**config.mk**
```make
export PLATFORM = sky130hd
export DESIGN_NAME = mul_arbiter
export DESIGN_NICKNAME = d
export VERILOG_FILES = /design/src/rtl/mul_arbiter.sv
export SDC_FILE = /design/constraint.sdc
export NUM_CORES = 1
export LEC_CHECK = 0
export CAP_MARGIN = 20
export CORE_AREA = 8 8 181 183
export CTS_CLUSTER_SIZE = 30
export DETAILED_ROUTE_END_ITERATION = 12
export DIE_AREA = 0 0 189 191
export PLACE_DENSITY = 0.48
export SKIP_LAST_GASP = 1
export SLEW_MARGIN = 20
export SYNTH_ARGS = -nofsm -noshare
export SYNTH_HDL_FRONTEND = slang
export SYNTH_SLANG_ARGS = --single-unit
```
**constraint.sdc**
```tcl
create_clock -name clk -period 2.2 [get_ports clk]
set_input_delay 0.22 -clock clk [delete_from_list [all_inputs] [get_ports clk]]
set_output_delay 0.22 -clock clk [all_outputs]
set_load 0.02 [all_outputs]
```
**src/rtl/mul_arbiter.sv**
```systemverilog
// mul_arbiter: shares one external pipelined 32x32->64 unsigned multiplier among N requesters.
// Build option: define MUL_ARB_FIXED_PRIO_EN for fixed priority (lowest index wins) instead of round-robin.
module mul_arbiter #(
  parameter int N           = 4,
  parameter int MUL_LATENCY = 2
) (
  input  logic            clk,
  input  logic            reset,
  input  logic [N-1:0]    req_valid,
  output logic [N-1:0]    req_ready,
  input  logic [32*N-1:0] req_a,
  input  logic [32*N-1:0] req_b,
  output logic [N-1:0]    resp_valid,
  output logic [63:0]     resp_r,
  output logic [31:0]     mul_a,
  output logic [31:0]     mul_b,
  input  logic [63:0]     mul_r,
  output logic            busy,
  output logic [15:0]     issue_count
);

  localparam int ID_W = $clog2(N);

  logic [ID_W-1:0]        ptr;
  logic                   grant_any;
  logic [ID_W-1:0]        grant_id;
  logic                   transfer;
  logic [MUL_LATENCY-1:0] tag_valid;
  logic [ID_W-1:0]        tag_id [MUL_LATENCY];

  // First valid requester searching ptr, ptr+1, ... modulo N.
  always_comb begin
    logic [ID_W:0] slot;
    grant_any = 1'b0;
    grant_id  = '0;
    slot      = '0;
    for (int k = 0; k < N; k++) begin
      slot = {1'b0, ptr} + (ID_W+1)'(k);
      if (slot >= (ID_W+1)'(N)) slot = slot - (ID_W+1)'(N);
      if (!grant_any && req_valid[slot[ID_W-1:0]]) begin
        grant_any = 1'b1;
        grant_id  = slot[ID_W-1:0];
      end
    end
  end

  // Handshake: requester i transfers in a cycle where req_valid[i] && req_ready[i];
  // ready is one-hot or zero, never raised for an idle requester, and held low in reset.
  assign transfer  = grant_any && !reset;
  assign req_ready = transfer ? (N'(1) << grant_id) : '0;
  assign mul_a     = transfer ? req_a[32*grant_id +: 32] : 32'd0;
  assign mul_b     = transfer ? req_b[32*grant_id +: 32] : 32'd0;

`ifdef MUL_ARB_FIXED_PRIO_EN
  assign ptr = '0;
`else
  always_ff @(posedge clk) begin
    if (reset) begin
      ptr <= '0;
    end else if (transfer) begin
      ptr <= (grant_id == ID_W'(N-1)) ? '0 : grant_id + ID_W'(1);
    end
  end
`endif

  // Tag ids travel alongside their valid bits; only the valids need clearing.
  always_ff @(posedge clk) begin
    tag_id[0] <= grant_id;
    for (int i = MUL_LATENCY-1; i > 0; i--) tag_id[i] <= tag_id[i-1];
  end

  always_ff @(posedge clk) begin
    if (reset) begin
      tag_valid   <= '0;
      resp_valid  <= '0;
      resp_r      <= 64'd0;
      busy        <= 1'b0;
      issue_count <= 16'd0;
    end else begin
      tag_valid[0] <= transfer;
      for (int i = MUL_LATENCY-1; i > 0; i--) tag_valid[i] <= tag_valid[i-1];
      if (tag_valid[MUL_LATENCY-1]) begin
        resp_r     <= mul_r;
        resp_valid <= N'(1) << tag_id[MUL_LATENCY-1];
      end else begin
        resp_valid <= '0;
      end
      busy <= transfer || (|tag_valid);
      if (transfer) issue_count <= issue_count + 16'd1;
    end
  end

endmodule

```
==> impl_metrics.toml, run 1 <==
[run_status]
outcome = "finished, violations left"
violations_in_the_final_reports = "negative setup slack"

[logic_synthesis]
synth_simple_gate_area_share_pct = 10.4
ys_top_cells_by_area = "sky130_fd_sc_hd__mux2i_1 35%, sky130_fd_sc_hd__dfxtp_1 34%, sky130_fd_sc_hd__o22ai_1 5.9%, sky130_fd_sc_hd__nor2_1 5.3%, sky130_fd_sc_hd__o22ai_2 2.9%"
synth-edff-count = 0
number_of_different_library_cells_in_the_post_synthesis_netlist = 42
synthXorXnorAreaFrac_pct = 2.05
ys_async_sr_fraction_pct = 0
ys_warn_count = 0
synth-compound-area-share_pct = 10.5
muxShareOfSynthArea_pct = 34.6
syn-instance-count = 557
yosys.area_share.adder_pct = 1.13
synth_net_count = 888
seq_area_frac_synth_pct = 33.6
combinational_family_with_the_most_area_after_synthesis = "multiplexers"
postSynthAreaPerCell_sq_um = 9.96
synth_largest_area_cell = "sky130_fd_sc_hd__mux2i_1"
synth_top_area_share_pct = 34.6
yosys_most_used_dff = "sky130_fd_sc_hd__dfxtp_1"
yosys_register_bits = 93
post_syn_area_sq_um = 5550

[pwr]
pwr-share-comb_pct = 52.8
pwr-share-clk_pct = 21.6
leakagePower_nw = 4.80
p_int_mw = 4.76
max-vdd-ir-drop_v = 0.000297
seq_power_share_pct = 25.6
net_switching_power_of_the_design_mw = 2.46
power.switching_fraction_pct = 34.1
power_density_nw_per_um2 = 594

[sta]
worst_pin_slew_ns = 0.507
grt_setup_unrepaired = "true"
fin_crit_ns = 2.32
post-route-period-util_pct = 106
timing_hold_violations_final = 0
fin_skew_ns = 0.0123
max_slew_margin_pct = 66.2
final.hold.worst_slack_ns = 0.312
max_freq_ghz = 0.430
maxSlewViolCount = 0
finalSetupViolations = 59
setup_ws_ns = -0.125

[final_layout]
final_nets = 1420
layout.cell_area.non_filler_sq_um = 12200
fill_cells = 3093
areaGrowthSynthToFinish_pct = 119
area.sequential_sq_um = 1870
multi_input_area_sq_um = 3600
drive_above_1_share_pct = 22.4
core_utilization_of_the_finished_layout_pct = 40.5

[place]
placed_cell_area_sq_um = 10900
gp_congestion = 0.862
hpwl_um = 25900
portBuffers = 478

[min_path]
hold_depth = 3
min_to = "tag_valid[0]"
tightest_hold_check_type = "in -> reg"
source_of_the_worst_hold_timing_path = "reset"

[grt]
grt_start_max_net_pins = 47
grtUsageTotal_pct = 16.6
global_route_wire_length_before_repair_um = 45200
first_global_vias = 6725
antenna_found_initial = 2
grt-ovfl-total = 0

[worst_setup_path]
critical_path_arrival_ns = 2.10
setup.reg_to_reg.worst_slack_ns = 0.56
critical_path.startpoint_type = "register"
worst-endpoint-required_ns = 1.98
timing.critical_path.to_type = "primary output"
worst_path_max_fanout = 8
rr_startpoint = "issue_count[0]"
worst-setup-path-type = "reg -> out"
reg2reg_to = "issue_count[15]"
r2r.worst_path.cells = 5

[drt]
drtPass1Iterations = 5
routed_wl_um = 32300
detail_route.iter0.violations = 227
post_drt_via_cell_ratio = 4.26
wl_per_cell_um = 21.7
routed-via-count = 6357
antenna_left = 0
drcViolationCount = 0

[clock_tree]
clkLatencyLatePin_ns = 0.35
cts_htree_levels = 3
cts_root_buffer = "sky130_fd_sc_hd__clkbuf_16"
cts.clk_slew.worst_paths_ns = 0.08
numCtsBuffers = 9
tritoncts = "done"
clockBufferDepth = 2
count_of_clock_tree_sinks = 93

[die]
die_height_um = 191
placeableCoreArea_sq_um = 30000
rows = 64
die_area_sq_um = 36100
initial_core_util_pct = 18.5
io_pins = 479
dieWidth_um = 189

[job]
drv.max_cap_violation_count = 0
state kept, by name, summed over array words and instances, names as in the netlist:
name,count
ptr,2
tag_id,4
resp_r,64
tag_valid,2
resp_valid,4
busy,1
issue_count,16
cells in the mapped netlist, types with 3 or more instances:
cell,instances
sky130_fd_sc_hd__xor2_1,10
sky130_fd_sc_hd__buf_8,3
sky130_fd_sc_hd__xnor2_1,3
sky130_fd_sc_hd__nand2_1,10
sky130_fd_sc_hd__dfxtp_1,93
sky130_fd_sc_hd__a21oi_1,8
sky130_fd_sc_hd__buf_12,8
sky130_fd_sc_hd__clkbuf_1,10
sky130_fd_sc_hd__and3_1,3
sky130_fd_sc_hd__nand3_1,7
sky130_fd_sc_hd__o22ai_2,13
sky130_fd_sc_hd__nor2_1,79
sky130_fd_sc_hd__ha_1,5
sky130_fd_sc_hd__buf_2,17
sky130_fd_sc_hd__o22ai_1,52
sky130_fd_sc_hd__mux2i_1,192
sky130_fd_sc_hd__and2_1,5
sky130_fd_sc_hd__inv_1,3
area by class of cell:
| cell class | count | area share, % |
|---|---|---|
| clock inverters | 7 | 0.617 |
| well taps | 396 | 4.07 |
| inverters | 5 | 0.175 |
| clock buffers | 9 | 1.85 |
| diodes | 2 | 0.0411 |
| flip-flops and latches | 93 | 15.3 |
| repair buffers | 567 | 48.4 |
| multi-input cells | 413 | 29.6 |
per-stage QoR:
stage / TNS, ns / setup slack, ns / total power, mW / std cells
floorplan: 0 / 0.330 / 3.48 / 557
global placement: -35.20 / -0.679 / 5.03 / 1437
detailed placement: -36.42 / -0.660 / 5.02 / 1437
CTS: -9.28 / -0.203 / 7.08 / 1481
global route: -9.33 / -0.225 / 7.60 / 1492
finish: -2.86 / -0.125 / 7.22 / 1492
cell usage in the layout, fill, tap and decap left out, types with 3 or more instances in the layout:
cell                              count
sky130_fd_sc_hd__mux2i_2             18
sky130_fd_sc_hd__buf_12              21
sky130_fd_sc_hd__o22ai_1             43
sky130_fd_sc_hd__nand2_1             10
sky130_fd_sc_hd__ha_1                 5
sky130_fd_sc_hd__mux2i_1            160
sky130_fd_sc_hd__buf_8                3
sky130_fd_sc_hd__buf_16               7
sky130_fd_sc_hd__and2_1               4
sky130_fd_sc_hd__buf_2               18
sky130_fd_sc_hd__nand3_1              7
sky130_fd_sc_hd__mux2i_4             14
sky130_fd_sc_hd__clkdlybuf4s50_1    405
sky130_fd_sc_hd__o22ai_2             22
sky130_fd_sc_hd__xnor2_1              3
sky130_fd_sc_hd__nor2_1              79
sky130_fd_sc_hd__and3_1               3
sky130_fd_sc_hd__buf_4               68
sky130_fd_sc_hd__a21oi_2              3
sky130_fd_sc_hd__inv_6                3
sky130_fd_sc_hd__buf_6               36
sky130_fd_sc_hd__clkbuf_16           14
sky130_fd_sc_hd__xor2_1              10
sky130_fd_sc_hd__dfxtp_1             90
sky130_fd_sc_hd__a21oi_1              5
worst max-delay path: stages (launching register included):
cell and delay [ns]:
sky130_fd_sc_hd__dfxtp_2 0.34, sky130_fd_sc_hd__a21o_1 0.16, sky130_fd_sc_hd__a21oi_2 0.14, sky130_fd_sc_hd__o22a_4 0.20
sky130_fd_sc_hd__buf_12 0.16, sky130_fd_sc_hd__buf_8 0.12, sky130_fd_sc_hd__buf_6 0.11, sky130_fd_sc_hd__mux2i_1 0.22
sky130_fd_sc_hd__o22ai_1 0.11, sky130_fd_sc_hd__buf_4 0.18
timing repair:
action,in CTS,in global routing
cloned,8,5
setup buffers,21,10
resized for setup,344,84
pin swaps,16,19
setup endpoints to repair,68,68
endpoints found under the hold margin,0,0
hold buffers,0,0
metal layers:
layer,GRT usage (%),wire length (um),vias to the layer above
li1,-,-,3095
met3,6.68,3040,28
met2,30.5,16700,301
met4,3.67,577,0
met5,0,0,-
met1,17.5,12000,2933
how the worst max path moves through the flow:
stage | to | cells after the start | startpoint
2_1_floorplan | mul_b[23] | 8 | ptr[1]
3_3_place_gp | mul_b[31] | 10 | req_valid[2]
3_5_place_dp | mul_b[31] | 10 | req_valid[2]
4_1_cts | mul_b[7] | 8 | ptr[1]
5_1_grt | mul_a[17] | 9 | ptr[1]
6_report | mul_a[17] | 9 | ptr[1]
logic make-up (layout without fill, tap and decap cells):
logic type                 after synthesis  in the layout
AOI/OAI and AO/OA                       79             79
DFF                                     93             93
buffers and inverters                   51            588
adders and majority gates                5              5
xor gates and xnor gates                13             13
muxes                                  192            192
other                                    0              2
and+or+nand+nor                        124            124
power by group through the flow:
stage | clock [mW] | combinational (mW) | sequential, mW
2_1_floorplan | 0 | 1.54 | 1.94
3_3_place_gp | 0 | 3.14 | 1.88
3_5_place_dp | 0 | 3.13 | 1.89
4_1_cts | 1.65 | 3.57 | 1.85
5_1_grt | 1.71 | 4.03 | 1.86
6_report | 1.56 | 3.82 | 1.85
(Power assumes the default switching activity.)
==> run 2, diff against run 1 <==
- CTS_CLUSTER_SIZE: 30 -> unset
==> results of run 2 <==
No change in the layout: final DEF, timing and power equal those of run 1.
==> run 3, diff against run 2 <==
- PLACE_DENSITY: 0.48 -> unset
- SETUP_SLACK_MARGIN: unset -> 0.2
==> run 3 against run 2 <==
Compared with the run above: the run still ends with negative setup slack left; via count increased by 2.2%; first-iteration DRC count decreased by 37%; largest cell class unchanged; sequential power about the same; combinational power increased by 12%; utilization increased by 2.2 points; cell count increased by 1.3%; clock skew decreased by 0.00099 ns; power increased by 5.6%; critical path type unchanged; fmax decreased by 4.0%; sequential share of layout area decreased by 0.76 points; critical endpoint is now mul_b[1]; non-clock buffer count increased by 19; clock-buffer cell count increased by 1.
==> impl_metrics.toml, run 3 (same netlist as run 1, synthesis figures left out) <==
[drt]
antenna_left = 0
detail_route.iter0.violations = 143
drcViolationCount = 0
wl_per_cell_um = 20.6
drtPass1Iterations = 5
post_drt_via_cell_ratio = 4.30
routed-via-count = 6496
routed_wl_um = 31200

[final_layout]
biggestRegsByFlops = "resp_r (64), issue_count (16)"
layout.cell_area.non_filler_sq_um = 12800
final_common_cell = "sky130_fd_sc_hd__clkdlybuf4s50_1"
max_flop_register = "resp_r"
drive_above_1_share_pct = 27.1
core_utilization_of_the_finished_layout_pct = 42.7
fill_cells = 2890
most_used_cells_in_the_layout_excluding_fill_and_tap_cells = "406 x sky130_fd_sc_hd__clkdlybuf4s50_1, 136 x sky130_fd_sc_hd__mux2i_1, 90 x sky130_fd_sc_hd__dfxtp_1, 81 x sky130_fd_sc_hd__buf_4, 79 x sky130_fd_sc_hd__nor2_1"
largest_register_ffs = 64
final_nets = 1439
areaGrowthSynthToFinish_pct = 131

[worst_setup_path]
critical_path.cell_chain = "inv_2 > a21oi_2 > o22a_4 > buf_12 > buf_16 > buf_8 > buf_12 > buf_12 > mux2i_2 > o22ai_1 > buf_4"
worst_path_most_repeated_cell = "sky130_fd_sc_hd__buf_12"
critical_path.startpoint_type = "register"
worst-endpoint-required_ns = 1.98
maximum_cell_stage_delay_along_the_critical_path_ns = 0.37
r2r.worst_path.cells = 9
worst_path_max_fanout = 5
worst-setup-path-type = "reg -> out"
cell_at_the_slowest_stage_of_the_critical_path = "sky130_fd_sc_hd__dfxtp_4"
setup.reg_to_reg.worst_slack_ns = 0.47
rr_startpoint = "ptr[0]"
critical_path_arrival_ns = 2.20
reg2reg_to = "ptr[1]"
timing.critical_path.to_type = "primary output"

[grt]
first_global_vias = 6775
grt-ovfl-total = 0
antenna_found_initial = 2
grtUsageTotal_pct = 15.3
grt_start_max_net_pins = 55
global_route_wire_length_before_repair_um = 42500

[die]
dieWidth_um = 189
initial_core_util_pct = 18.5
rows = 64
die_area_sq_um = 36100
placeableCoreArea_sq_um = 30000
io_pins = 479
die_height_um = 191

[sta]
final.hold.worst_slack_ns = 0.280
worst_pin_slew_ns = 0.567
grt_setup_unrepaired = "true"
post-route-period-util_pct = 110
maxSlewViolCount = 0
finalSetupViolations = 67
max_freq_ghz = 0.413
fin_skew_ns = 0.0113
timing_hold_violations_final = 0
max_slew_margin_pct = 62.2
setup_ws_ns = -0.221
fin_crit_ns = 2.42

[min_path]
hold_depth = 3
source_of_the_worst_hold_timing_path = "reset"
tightest_hold_check_type = "in -> reg"
min_to = "tag_valid[0]"

[run_status]
outcome = "finished, violations left"
violations_in_the_final_reports = "negative setup slack"

[clock_tree]
cts_htree_levels = 3
tritoncts = "done"
cts.clk_slew.worst_paths_ns = 0.07
post_cts_hold_buffer_count = 0
clkLatencyLatePin_ns = 0.35
clockBufferDepth = 2
numCtsBuffers = 9
cts_root_buffer = "sky130_fd_sc_hd__clkbuf_16"
count_of_clock_tree_sinks = 93

[place]
hpwl_um = 24200
placed_cell_area_sq_um = 11000
portBuffers = 478
dpl_worst_slack_ns = -0.760
gp_congestion = 0.863

[pwr]
leakagePower_nw = 4.93
max-vdd-ir-drop_v = 0.000324
power_density_nw_per_um2 = 595

[job]
drv.max_cap_violation_count = 0
==> run 3: cell count changes in the layout (fill, tap and decap cells not counted), moves of 3 or more <==
cell	delta
sky130_fd_sc_hd__buf_4	+13
sky130_fd_sc_hd__mux2i_2	+12
sky130_fd_sc_hd__o22ai_2	+5
sky130_fd_sc_hd__buf_6	+12
sky130_fd_sc_hd__o22ai_1	-15
sky130_fd_sc_hd__buf_8	+3
sky130_fd_sc_hd__mux2i_4	+12
sky130_fd_sc_hd__buf_16	+3
sky130_fd_sc_hd__buf_2	-15
sky130_fd_sc_hd__mux2i_1	-24
sky130_fd_sc_hd__o22ai_4	+10
sky130_fd_sc_hd__clkdlybuf4s15_2	+5
==> run 3: timing repair <==
action / 4_1_cts / 5_1_grt
hold endpoints to repair: 0 / 0
pin swaps: 23 / 18
setup buffers: 25 / 15
setup endpoints to repair: 68 / 68
gates resized for setup: 347 / 163
cloned: 8 / 5
==> run 3: worst max path at each step <==
stage / start / to / slack, ns / depth (start not counted)
floorplan: ptr[1] / mul_b[23] / 0.33 / 8
global placement: req_valid[0] / mul_a[18] / -0.72 / 8
detailed placement: req_valid[0] / mul_a[18] / -0.76 / 8
CTS: ptr[1] / mul_a[18] / -0.25 / 9
global route: ptr[1] / mul_b[3] / -0.29 / 11
finish: ptr[0] / mul_b[1] / -0.22 / 11
==> run 3: where the power goes <==
part	total, mW	internal (mW)	switching, mW
Combinational	4.26	2.48	1.78
Clock	1.52	0.804	0.721
Sequential	1.84	1.78	0.0680
==> run 3: worst max-delay path: cells and delay by family (launching register included) <==
family	cells	cell delay, ns
buffers and inverters	7	0.88
AOI/OAI and AO/OA	3	0.46
DFF	1	0.37
muxes	1	0.14
==> run 3: layer usage <==
| layer | track usage, % | wire, um | vias up | part of all wire [%] |
|---|---|---|---|---|
| met5 | 0 | 0 | - | 0 |
| met4 | 4.54 | 671 | 0 | 2.2 |
| met3 | 4.98 | 2520 | 34 | 8.1 |
| met2 | 27.4 | 16300 | 314 | 52 |
| met1 | 17.0 | 11700 | 3008 | 38 |
| li1 | - | - | 3140 | - |
==> run 3: through the flow <==
stage / cells / TNS [ns] / power (mW)
detailed placement: 1440 / -40.16 / 5.00
CTS: 1489 / -8.52 / 7.05
finish: 1512 / -7.30 / 7.63
global route: 1511 / -13.07 / 7.99
global placement: 1440 / -38.42 / 5.00
floorplan: 557 / 0 / 3.48
==> run 3: layout make-up <==
class                      instances  area [sq um]  share of cell area (%)
timing repair buffer             586          6180                    48.2
clock buffer                      10           229                    1.79
tap                              396           495                    3.86
sequential                        93          1870                    14.6
antenna                            3          7.51                  0.0585
multi-input combinational        413          3960                    30.9
inverter                           5          18.8                   0.146
clock inverter                     6          60.1                   0.468
==> RTL edit 1 (settings of run 2) <==
Register the output `issue_count` once more, with the module's reset; this adds one clock of latency there. The other outputs are not delayed to match.
--- a/src/rtl/mul_arbiter.sv
+++ b/src/rtl/mul_arbiter.sv
@@ -20,6 +20,8 @@
 );
 
   localparam int ID_W = $clog2(N);
+
+  logic [15:0] issue_count_s0;
 
   logic [ID_W-1:0]        ptr;
   logic                   grant_any;
@@ -75,7 +77,7 @@
       resp_valid  <= '0;
       resp_r      <= 64'd0;
       busy        <= 1'b0;
-      issue_count <= 16'd0;
+      issue_count_s0 <= 16'd0;
     end else begin
       tag_valid[0] <= transfer;
       for (int i = MUL_LATENCY-1; i > 0; i--) tag_valid[i] <= tag_valid[i-1];
@@ -86,7 +88,15 @@
         resp_valid <= '0;
       end
       busy <= transfer || (|tag_valid);
-      if (transfer) issue_count <= issue_count + 16'd1;
+      if (transfer) issue_count_s0 <= issue_count_s0 + 16'd1;
+    end
+  end
+
+  always_ff @(posedge clk) begin
+    if (reset) begin
+      issue_count <= '0;
+    end else begin
+      issue_count <= issue_count_s0;
     end
   end
 
Behaviour: not the same (a bounded check fails within 4 cycles, from zero or initial values and one cycle with reset high).
==> RTL edit 1 against run 2 <==
- the flow still finishes with violations (setup timing)
- final cell count increased by 1.7%
- final area up 4.9%
- sequential share of layout area rose by 1.8 points
- total power up 8.0%
- sequential cell count is 16 higher
- setup slack got worse by 0.087 ns
- area after synthesis rose by 4.9%
- global-route usage is 1.3 points higher
- maximum frequency decreased by 3.6%
- clock power rose by 3%
- wire length up 7.4%
- largest power group unchanged
- highest routed layer is now met5
==> RTL edit 1: results (changes against run 2) <==
The run finished, with violations left. The checks that failed: setup timing. The tools report the leakage dissipation as 0.00495 uW (+3.0%). The clock skew after layout was 0.0120 ns (-0.000267 ns); the headroom to the max-slew limit was 0.595 (-0.0672). The mean instance size in the synthesized netlist came out at 9.95 um^2 (-0.11%). The detailed-route wire length was 34.7 mm (+7.4%). After synthesis, the cell types taking the most area are dfxtp_1 37%, mux2i_1 33%, o22ai_1 7.0%. The area fraction in compound gates after synthesis was 0.0849 (-0.0200); the number of nets in the finished design was 1,446 (+1.8%). For the first-pass GRT wire length, the log shows 47.9 mm (+6.0%). For the final worst slack, the log shows -0.212 ns (-0.0871 ns). The met1 demand-to-capacity share in global routing is 0.187 (+0.0113), and the final count of negative-setup-slack endpoints is 67 (+14%).

The number of DRC markers after the initial detailed-route iteration was 193 (-15%). The number of cells upsized or downsized after cts was 316 (-8.1%); the fraction of final layout cells sized beyond drive strength 1 was 0.228 (+0.00393). The fraction of the mapped netlist area in adder cells came out at 0.0107 (-0.000528). For the total instance count after detailed placement, the log shows 1,458 (+1.5%). The internal power component came out at 5180 uW (+8.8%).

The logs give 0.276 (+0.020) for the share of power burned in registers and 0.0721 (+0.00529) for the global routing met3 resource utilization. The logs give 0.280 ns (-0.0318 ns) for the final hold slack and 0.333 (+0.0281) for the met2 routing resource usage after global routing. The total via count after detailed routing was 6,584 (+3.6%). The tools report the number of nets in the synthesized netlist as 916 (+3.2%). The tools report the post-synthesis sequential area ratio as 0.375 (+0.0393).

The most critical setup path has its endpoint at mul_b[30]. The mux cell area share after synthesis came out at 0.336 (-0.0104). Initial antenna violation count: 5 (+3).
[RTL edit 1: cell types whose count changed in the layout (fill, tap and decap cells not counted), sizes merged, moves of 3 or more]
cell / change
dfxtp: +16
nor2b: +12
clkbuf: -4
nand2: -4
inv: +3
mux2: +3
nor2: +3
[RTL edit 1: metal layers]
metal	up-vias	wire length [um]
met5	-	25
met1	3094	12700
met2	284	18300
met4	4	590
li1	3177	-
met3	25	3090
[RTL edit 1: area by class of cell]
type | instances | area (um^2) | area share
repair buffers | 565 | 5950 | 0.466
clock inverters | 6 | 65.1 | 0.00509
diodes | 3 | 7.51 | 0.000588
well taps | 396 | 495 | 0.0388
multi-input cells | 422 | 3800 | 0.298
clock buffers | 9 | 225 | 0.0176
inverters | 8 | 32.5 | 0.00255
flip-flops and latches | 109 | 2190 | 0.172
[RTL edit 1: worst min-delay path, cell delays in order]
cell and delay (ns):
buf_4 0.09, nor2_2 0.08, buf_4 0.18
==> RTL edit 2 (config.mk and constraints of run 2) <==
Made on the original files. Set the parameter `N` to 2 (it was 4).
--- a/src/rtl/mul_arbiter.sv
+++ b/src/rtl/mul_arbiter.sv
@@ -1,7 +1,7 @@
 // mul_arbiter: shares one external pipelined 32x32->64 unsigned multiplier among N requesters.
 // Build option: define MUL_ARB_FIXED_PRIO_EN for fixed priority (lowest index wins) instead of round-robin.
 module mul_arbiter #(
-  parameter int N           = 4,
+  parameter int N           = 2,
   parameter int MUL_LATENCY = 2
 ) (
   input  logic            clk,
Interface: changed (5 resized); port bits go from 479 to 345. The function was not compared with the original's and may differ.
==> RTL edit 2 against run 2 <==
- sequential cell count shrank 5
- final area is 34% lower
- wire length fell by 38%
- count of clock-buffer cells in the layout unchanged
- setup slack improved by 0.26 ns
- total power decreased by 39%
- area after synthesis fell by 29%
==> RTL edit 2: results (changes against run 2) <==
In the final layout, the registers with the most flip-flops are resp_r (64), issue_count (16). For the worst-skew pair, the clock arrives at the later sink with an insertion delay of 0.34 ns. The share of the synthesized netlist area taken by xor and xnor gates is 0.0223 (+0.00181). The slowest stage of the critical path is the clkdlybuf4s50_1 cell.

The first-pass GRT wire length was 28.5 mm (-37%); the maximum number of pins on one net before global-route repair was 60 (+28%). The flow ran to the end, and the final reports show no timing, DRC or antenna violations. The hold buffer count at cts was 0 (unchanged). The commonest cells after synthesis are 88 x dfxtp_1, 83 x nor2_1, 64 x a22o_1, 64 x mux2i_1, 12 x buf_2. Largest vdd supply drop: 330 uV (+11%). The tools report the number of warnings issued by yosys as 0 (unchanged). In the synthesized netlist the dominant register cell turns out to be dfxtp_1.

Fraction of registers with async set or reset after synthesis: 0 (unchanged). The switching share of power works out to 0.279 (-0.0622). The post-synthesis sequential area ratio was 0.449 (+0.114).

The logs give 3 (+1) for the initial antenna violation count and 150 (-34%) for the number of DRC markers after the initial detailed-route iteration. The count of distinct cell types in the synthesized netlist came out at 37 (-12%). The logs give 2 (unchanged) for the buffer levels on the longest clock path and 0 (-100%) for the total setup buffers inserted after CTS. The weighted congestion at the end of routability-driven global placement was 0.785 (-8.9%); the post-detailed-placement half-perimeter wirelength was 16.2 mm (-38%).

The count of TritonRoute iterations in the first routing pass is 4 (-1). Leaving out fill and tap cells, the most frequent cell in the layout is clkdlybuf4s50_1. The worst stage delay on the critical path is 0.49 ns (+0.15 ns). The ratio of routed vias to standard cells was 3.75 (-12%); the clock slew seen by the registers of the worst setup and hold paths was 0.07 ns. For the total via count after detailed routing, the log shows 4,247 (-33%). The master cell of the clock root buffer was clkbuf_16. Slew of the pin with the lowest slew margin: 0.694 ns (+0.187 ns). The clock skew after layout was 0.00798 ns (-0.00433 ns).

The fraction of the mapped netlist area in adder cells was 0.00319 (-0.00808). In the post-synthesis netlist, the biggest area contributors are dfxtp_1 45%, mux2i_1 16%, a22o_1 14%. The critical path data arrival time is 1.84 ns (-0.26 ns), and the fill cell instance count of the final layout is 3,256 (+5.3%). The count of buffers inserted at the top-level ports was 344 (-28%); the total instance count after detailed placement was 1,115 (-22%). The number of global-route vias before repair was 4,460 (-34%). For the number of nets in the synthesized netlist, the log shows 590 (-34%). The detailed-route wire length is 20.0 mm (-38%). The number of nets in the finished design was 927 (-35%); the number of H-tree levels was 3 (unchanged). Number of cells upsized or downsized after cts: 62 (-82%).

The area fraction in compound gates after synthesis works out to 0.172 (+0.0671). In this design, the largest share of critical-path delay is due to buffers and inverters. The clock buffer count from CTS was 9 (unchanged); the mux cell area share after synthesis was 0.171 (-0.175). The run gives 0.104 (-0.0617) as the total global routing track utilization. The tightest min-delay check is of the input pin to register type. The run gives 0.00311 uW (-35%) as the leakage dissipation. The synthesized instance count is 393 (-29%), and the worst-path maximum fanout is 39 (+31). Fraction of final layout cells sized beyond drive strength 1: 0.0830 (-0.141).
[RTL edit 2: cell count changes in the layout (fill, tap and decap cells not counted), sizes merged, moves of 5 or more]
cell / run 2 / this run
a22o: 0 / 64
buf: 153 / 16
clkbuf: 14 / 24
clkdlybuf4s15: 0 / 21
clkdlybuf4s50: 405 / 277
dfxtp: 93 / 88
dlygate4sd2: 2 / 26
mux2i: 192 / 64
nand2: 12 / 5
o22ai: 65 / 0
xnor2: 3 / 8
xor2: 10 / 2
[RTL edit 2: path summary, 6_finish.rpt]
path,from,end,slack (ns),depth (start not counted)
worst max-delay path,req_valid[1],mul_a[17],0.14,6
worst min-delay path,reset,ptr,0.17,3
worst max register to register,issue_count[4],issue_count[15],0.65,4
worst min register to register,tag_id[0][0],tag_id[0][1],0.33,0
[RTL edit 2: worst register-to-register path, delay by kind of cell, from the launching register on]
kind,cells,cell delay [ns]
AND/OR/NAND/NOR,3,0.71
multiplexers,1,0.30
flip-flops,1,0.44
[RTL edit 2: layout make-up]
type | count | share of cell area
diodes | 1 | 0.000311
clock buffers | 9 | 0.0279
clock inverters | 7 | 0.00978
inverters | 6 | 0.00279
multi-input cells | 267 | 0.242
flip-flops and latches | 88 | 0.219
well taps | 396 | 0.0615
repair buffers | 358 | 0.436
[RTL edit 2: kinds of logic after synthesis]
family / count (synthesis)
AND/OR/NAND/NOR: 111
flip-flops: 88
AO/OA/AOI/OAI: 79
multiplexers: 66
buffers and inverters: 38
XOR/XNOR: 10
adder cells (fa/ha/maj): 1
[RTL edit 2: through the flow]
step	area [um^2]	setup slack (ns)	setup TNS (ns)	total power (uW)
5_1_grt	8060	-0.00788	-0.0294	4650
3_3_place_gp	7850	-0.173	-7.53	2930
6_report	8060	0.137	0	4410
2_1_floorplan	3920	0.624	0	2190
4_1_cts	8080	0.0176	0	4530
3_5_place_dp	7850	-0.180	-8.09	2930
[RTL edit 2: power by group through the flow]
stage          clock [uW]  combinational, uW  sequential (uW)
2_1_floorplan           0                389             1800
3_3_place_gp            0               1190             1740
3_5_place_dp            0               1190             1740
4_1_cts              1690               1130             1710
5_1_grt              1740               1190             1720
6_report             1590               1110             1710
[RTL edit 2: routing by layer]
layer / GRT usage / wire length [um]
met1: 0.105 / 7460
met2: 0.188 / 9930
met3: 0.0520 / 2290
met4: 0.0280 / 259
met5: 0 / 10
